$ cat config.mk
export PLATFORM = sky130hd
export DESIGN_NAME = bram_read_arbiter
export DESIGN_NICKNAME = d
export VERILOG_FILES = /design/src/rtl/qr_pkg.sv /design/src/rtl/read_tag_pipe.sv /design/src/rtl/bram_read_arbiter.sv
export SDC_FILE = /design/constraint.sdc
export NUM_CORES = 1
export LEC_CHECK = 0
export ABC_AREA = 1
export CAP_MARGIN = 40
export CORE_UTILIZATION = 33
export DETAILED_ROUTE_END_ITERATION = 7
export PLACE_DENSITY_LB_ADDON = 0.08
export REMOVE_ABC_BUFFERS = 1
export SLEW_MARGIN = 20
export SYNTH_ARGS = -nofsm -noshare
export SYNTH_HDL_FRONTEND = slang
export SYNTH_SLANG_ARGS = --single-unit
$ cat constraint.sdc
create_clock -name clk_in -period 2 [get_ports clk_in]
set_input_delay 0.5 -clock clk_in [delete_from_list [all_inputs] [get_ports clk_in]]
set_output_delay 0.5 -clock clk_in [all_outputs]
set_load 0.05 [all_outputs]
$ cat src/rtl/qr_pkg.sv
// qr_pkg: owner state encodings and read-tag layout shared by the BRAM read arbiter.
package qr_pkg;
  typedef enum logic [1:0] {
    OWN_DISP   = 2'd0,
    OWN_SWITCH = 2'd1,
    OWN_PROC   = 2'd2
  } owner_e;
  localparam int TAG_W    = 2;
  localparam int TAG_DISP = 0;
  localparam int TAG_PROC = 1;
  localparam int CNT_W    = 3;
endpackage

$ cat src/rtl/read_tag_pipe.sv
// read_tag_pipe: DEPTH-stage shift pipeline carrying requester tags alongside BRAM latency.
module read_tag_pipe #(
  parameter int DEPTH = 2,
  parameter int W     = 2
) (
  input  logic         clk_i,
  input  logic         rst_i,
  input  logic [W-1:0] tag_i,
  output logic [W-1:0] tag_o
);
  logic [W-1:0] pipe_q [DEPTH];
  always_ff @(posedge clk_i or posedge rst_i)
    if (rst_i) pipe_q <= '{default: '0};
    else begin
      pipe_q[0] <= tag_i;
      for (int i = 1; i < DEPTH; i++) pipe_q[i] <= pipe_q[i-1];
    end
  assign tag_o = pipe_q[DEPTH-1];
endmodule

$ cat src/rtl/bram_read_arbiter.sv
// bram_read_arbiter: shares one BRAM read port between display and processing owners.
// Define BRAM_READ_ARBITER_BORROW_EN to let processing borrow idle display cycles.
module bram_read_arbiter
  import qr_pkg::*;
#(
  parameter int ADDR_WIDTH   = 20,
  parameter int DATA_WIDTH   = 1,
  parameter int READ_LATENCY = 2
) (
  input  logic                  clk_in,
  input  logic                  rst_in,
  input  logic                  mode_in,
  input  logic                  disp_req_in,
  input  logic [ADDR_WIDTH-1:0] disp_addr_in,
  output logic                  disp_valid_out,
  output logic [DATA_WIDTH-1:0] disp_data_out,
  input  logic                  proc_req_in,
  input  logic [ADDR_WIDTH-1:0] proc_addr_in,
  output logic                  proc_ready_out,
  output logic                  proc_valid_out,
  output logic [DATA_WIDTH-1:0] proc_data_out,
  output logic [ADDR_WIDTH-1:0] bram_addr_out,
  output logic                  bram_en_out,
  input  logic [DATA_WIDTH-1:0] bram_data_in,
  output logic [1:0]            owner_out,
  output logic                  busy_out
);
`ifdef BRAM_READ_ARBITER_BORROW_EN
  localparam logic BORROW = 1'b1;
`else
  localparam logic BORROW = 1'b0;
`endif
  owner_e           state_q, state_d;
  logic             tgt_q, tgt_d;
  logic [CNT_W-1:0] cnt_q, cnt_d;
  logic             disp_issue, proc_issue;
  logic [TAG_W-1:0] tag_in, tag_out;
  always_ff @(posedge clk_in or posedge rst_in)
    if (rst_in) begin
      state_q <= OWN_DISP;
      tgt_q   <= 1'b0;
      cnt_q   <= '0;
    end else begin
      state_q <= state_d;
      tgt_q   <= tgt_d;
      cnt_q   <= cnt_d;
    end
  // A mode change while switching restarts the full drain window toward the new target
  always_comb begin
    state_d = state_q;
    tgt_d   = tgt_q;
    cnt_d   = cnt_q;
    if ((state_q == OWN_DISP && mode_in) || (state_q == OWN_PROC && !mode_in)) begin
      state_d = OWN_SWITCH;
      tgt_d   = mode_in;
      cnt_d   = CNT_W'(READ_LATENCY);
    end else if (state_q == OWN_SWITCH) begin
      if (mode_in != tgt_q) begin
        tgt_d = mode_in;
        cnt_d = CNT_W'(READ_LATENCY);
      end else if (cnt_q == CNT_W'(1)) begin
        state_d = tgt_q ? OWN_PROC : OWN_DISP;
        cnt_d   = '0;
      end else cnt_d = cnt_q - CNT_W'(1);
    end
  end
  assign proc_ready_out = state_q == OWN_PROC || (BORROW && state_q == OWN_DISP && !disp_req_in);
  assign disp_issue     = state_q == OWN_DISP && disp_req_in;
  assign proc_issue     = proc_ready_out && proc_req_in;
  assign bram_en_out    = disp_issue || proc_issue;
  assign bram_addr_out  = disp_issue ? disp_addr_in : proc_issue ? proc_addr_in : '0;
  assign owner_out      = state_q;
  assign busy_out       = state_q == OWN_SWITCH;
  always_comb begin
    tag_in           = '0;
    tag_in[TAG_DISP] = disp_issue;
    tag_in[TAG_PROC] = proc_issue;
  end
  read_tag_pipe #(.DEPTH(READ_LATENCY), .W(TAG_W)) u_tags (
    .clk_i(clk_in),
    .rst_i(rst_in),
    .tag_i(tag_in),
    .tag_o(tag_out)
  );
  assign disp_valid_out = tag_out[TAG_DISP];
  assign proc_valid_out = tag_out[TAG_PROC];
  assign disp_data_out  = disp_valid_out ? bram_data_in : '0;
  assign proc_data_out  = proc_valid_out ? bram_data_in : '0;
endmodule

==> reports/metrics.csv, run 1 <==
stage,metric,value,unit
outcome,outcome,aborted with a tool error,
outcome,failing_step,global routing (5_1_grt),
outcome,error,[ERROR DPL-0033] detailed placement checks failed during check placement.,
clock_tree,cts_buffer_depth,2,
place,gp_congestion,0.848,
clock_tree,cts_made_buffers,3,
global_routing,grt_max_degree,12,
yosys,synth_seq_cells,10,
sta,endpoint_type,primary output,
floorplanning,die_height,51.7,um
yosys,yosys.area.top_type,nand2_1,
yosys,synthCells,133,
clock_tree,h-tree-depth,1,
clock_tree,cts_root_buffer,clkbuf_4,
place,placed_area,0.00181,sq mm
yosys,synth_area_per_cell,6.13,sq um
yosys,synth.area.top_cells,"nand2_1, dfrtp_1, nand2_2",
floorplanning,die_w,51.7,um
floorplanning,start_util,35.8,%
floorplanning,rows,17,
sta,crit_endpoint,bram_addr_out[0],
place,port_buffers,74,
yosys,synth.distinct_cells,19,
global_routing,antenna_found_initial,0,
yosys,yosysWarnings,0,
clock_tree,clkSinkCount,10,
yosys,yosysTopAreaCellShare,36.3,%
yosys,ys_seq_area_share,30.7,%
floorplanning,io_pins,75,
yosys,syn_area,816,sq um
place,dpl.hpwl,2420,um
per-stage QoR:
| step | setup slack [ps] | std cells |
|---|---|---|
| after global placement | -89.0 | 232 |
| after CTS | -23.4 | 252 |
| after floorplan | -189 | 129 |
| after detailed placement | -134 | 232 |
repair_timing:
| action | in CTS |
|---|---|
| pin swaps | 2 |
| resized for setup | 33 |
| hold endpoints to repair | 0 |
| hold buffers | 0 |
| gates cloned | 5 |
| setup endpoints to repair | 20 |
| setup buffers | 11 |
cell families after synthesis:
group / after synthesis / synth area share, %
simple gates: 97 / 49.8
buf+inv: 19 / 13.3
flops: 10 / 30.7
compound gates: 5 / 3.07
fa+ha+maj: 2 / 3.07
synth_stat cells:
master	n
a21oi_1	1
buf_12	1
buf_4	1
buf_6	2
dfrtp_1	10
ha_1	2
inv_1	10
inv_2	4
inv_4	1
nand2_1	79
nand2_2	8
nand2_4	1
nand3_1	3
nand4_1	1
nor2_1	3
nor2_4	1
nor3_1	1
o21ai_0	2
o21ai_1	2
==> inputs of run 2 (changes only) <==
--- a/config.mk
+++ b/config.mk
@@ -7,9 +7,10 @@
 export LEC_CHECK = 0
 export ABC_AREA = 1
 export CAP_MARGIN = 40
-export CORE_UTILIZATION = 33
+export CORE_AREA = 2 2 63 65
 export DETAILED_ROUTE_END_ITERATION = 7
-export PLACE_DENSITY_LB_ADDON = 0.08
+export DIE_AREA = 0 0 65 67
+export PLACE_DENSITY_LB_ADDON = 0.15
 export REMOVE_ABC_BUFFERS = 1
 export SLEW_MARGIN = 20
 export SYNTH_ARGS = -nofsm -noshare
==> run 2 against run 1 <==
Net effect: the run now ends clean; synthesized cell count did not move; synthesized area did not move.
==> reports/metrics.csv, run 2 <==
stage,metric,value,unit
critical_path,critPathCaptureType,output port,
global_routing,first_global_vias,1185,
finish,final_layout_size_suffix_gt1_share,36.0,%
routing,detail_route.vias_per_cell,4.29,
floorplanning,coreArea,0.00361,sq mm
floorplanning,rows,22,
critical_path,required,1500,ps
routing,routed_wl,3080,um
yosys,synth-edff-count,0,
clock_tree,clk_pin_slew_worst_paths,40,ps
floorplanning,start_util,22.6,%
sta,hold_violations,0,
yosys,synthArstFlopShare,100,%
place,place_inst,254,
yosys,synth_area_per_cell,6.13,sq um
clock_tree,clock_latency,230,ps
yosys,syn_area,816,sq um
global_routing,grt_max_degree,11,
floorplanning,dieArea,0.00436,sq mm
floorplanning,io_pins,75,
critical_path,cp_top_family,flip-flops,
sta,fin_crit,1910,ps
critical_path,critical_path_class,reg -> out,
critical_path,rrSetupSlack,680,ps
routing,drt_iter0_markers,40,
place,dpl.hpwl,2460,um
clock_tree,cts_root_buffer,clkbuf_8,
power_and_ir_drop,power_leakage,0.000971,uW
yosys,yosysMostFrequentCell,nand2_1,
routing,postRouteAntennaNets,0,
global_routing,grt_pass1_wl,4950,um
place,gp_congestion,0.777,
sta,maxSlewHeadroom,67.0,%
critical_path,crit_chain,"inv_2, nand2_2, inv_4, nand2_8, inv_4, nand2_2, nand2_2, buf_12",
outcome,outcome,"finished, final reports clean",
power_and_ir_drop,p_per_area,782,mW/mm^2
hold_path,holdCritPathClass,reg -> reg,
global_routing,grt.total_usage,15.0,%
routing,drt_first_pass_iters,3,
finish,layout_common_cells,"nand2_1, clkdlybuf4s50_1, nand2_2",
critical_path,timing.critical_path.mode_cell,nand2_2,
critical_path,r2r_start,owner_out[0],
finish,final_util,56.3,%
finish,largest-register,cnt_q,
hold_path,min_path_cells,0,
finish,diodes,0,
hold_path,holdCritStartpoint,u_tags.pipe_q[3],
yosys,ys_seq_area_share,30.7,%
finish,stdcell_count,262,
clock_tree,cts_made_buffers,3,
critical_path,path_max_fanout,5,
yosys,yosysWarnings,0,
sta,grt_setup_unrepaired,false,
routing,vias,1124,
yosys,yosys.area.top_type,nand2_1,
finish,final_common_cell,nand2_1,
critical_path,cp.buffers_inverters,4,
critical_path,cp_slowest_cell,dfrtp_2,
sta,skew,5.71,ps
finish,area_growth,149,%
power_and_ir_drop,p_total,1590,uW
sta,finalCritPeriodShare,95.4,%
floorplanning,die_height,67,um
critical_path,crit_arrival,1410,ps
hold_path,hold-path-endpoint,u_tags.tag_o[1],
sta,finalSetupViolCount,0,
sta,maxSlewViolCount,0,
critical_path,cpPeakStageDelay,450,ps
routing,wire_per_inst,11.8,um
critical_path,startpoint,owner_out[0],
floorplanning,die_w,65,um
clock_tree,cts_buffer_depth,2,
routing,drc,0,
sta,tightest_slew,493,ps
yosys,synthCells,133,
yosys,synth_seq_cells,10,
sta,max_clock_freq,524,MHz
clock_tree,h-tree-depth,1,
finish,fin_nets,264,
global_routing,overflow,0,
yosys,synth.area.top_cells,"nand2_1, dfrtp_1, nand2_2",
power_and_ir_drop,irDropWorstVdd,0.290,mV
critical_path,r2r_end,tgt_q,
global_routing,antenna_found_initial,0,
yosys,synth.distinct_cells,19,
yosys,yosysTopAreaCellShare,36.3,%
clock_tree,cts_tree,yes,
critical_path,ff2ff_path_depth,6,
yosys,synth_flop_cell,dfrtp_1,
place,port_buffers,74,
clock_tree,clkSinkCount,10,
critical_path,startpoint_type,register,
yosys,ys_top_cells_by_count,"nand2_1, dfrtp_1, inv_1",
finish,largest_reg_flops,3,
run,drv_cap,0,
==> run 2: layout make-up <==
cell class              instances  area (sq um)
well taps                      48          60.1
clock buffers                   3          41.3
flip-flops and latches         10           253
inverters                      15          68.8
repair buffers                 79          1060
repair inverters                3          23.8
fillers                       331          1580
multi-input cells             104           526
==> run 2: report_power, final <==
part	leakage (uW)	switching [uW]	internal, uW	total [uW]
registers	0.000126	64.6	265	329
clock network	0.0000216	65.9	131	196
logic	0.000824	587	474	1060
total	0.000971	717	869	1590
==> run 2: kinds of logic (layout without fill, tap and decap cells) <==
family / after synthesis / after routing / share of synthesized area, %
AOI/OAI and AO/OA: 5 / 5 / 3.07
DFF: 10 / 10 / 30.7
and+or+nand+nor: 97 / 97 / 49.8
buffers and inverters: 19 / 100 / 13.3
adders and majority gates: 2 / 2 / 3.07
==> run 2: per-layer routing <==
metal | routed length (um) | vias up | track usage [%]
li1 | - | 563 | -
met1 | 997 | 504 | 13.9
met2 | 1630 | 57 | 28.1
met3 | 453 | 0 | 9.12
met4 | 0 | 0 | 2.93
met5 | 0 | - | 0
==> run 2: worst max path at each step <==
stage / endpoint / slack (ps) / depth (start not counted)
finish: bram_addr_out[17] / 90 / 8
global route: bram_addr_out[14] / 4 / 7
CTS: bram_addr_out[6] / 10 / 8
detailed placement: bram_addr_out[6] / -130 / 6
global placement: bram_addr_out[3] / -100 / 6
floorplan: bram_addr_out[0] / -190 / 6
==> run 2: through the flow <==
stage / hold slack [ps] / instance area, sq um / setup TNS, ps / setup WS, ps
4_1_cts: 340 / 2000 / 0 / 14.2
6_report: 343 / 2030 / 0 / 91.7
2_1_floorplan: 331 / 766 / -3690 / -189
3_5_place_dp: 339 / 1850 / -2050 / -127
5_1_grt: 352 / 2030 / 0 / 4.29
3_3_place_gp: 336 / 1850 / -1700 / -98.1
==> run 2: what timing repair did <==
action                     4_1_cts  5_1_grt
setup endpoints to repair       20       20
setup buffers                    0        1
gates cloned                     4        0
gates resized for setup         31        5
pin swaps                        8        0
hold buffers                     0        0
Note: power is estimated with default switching activity, not from simulation.
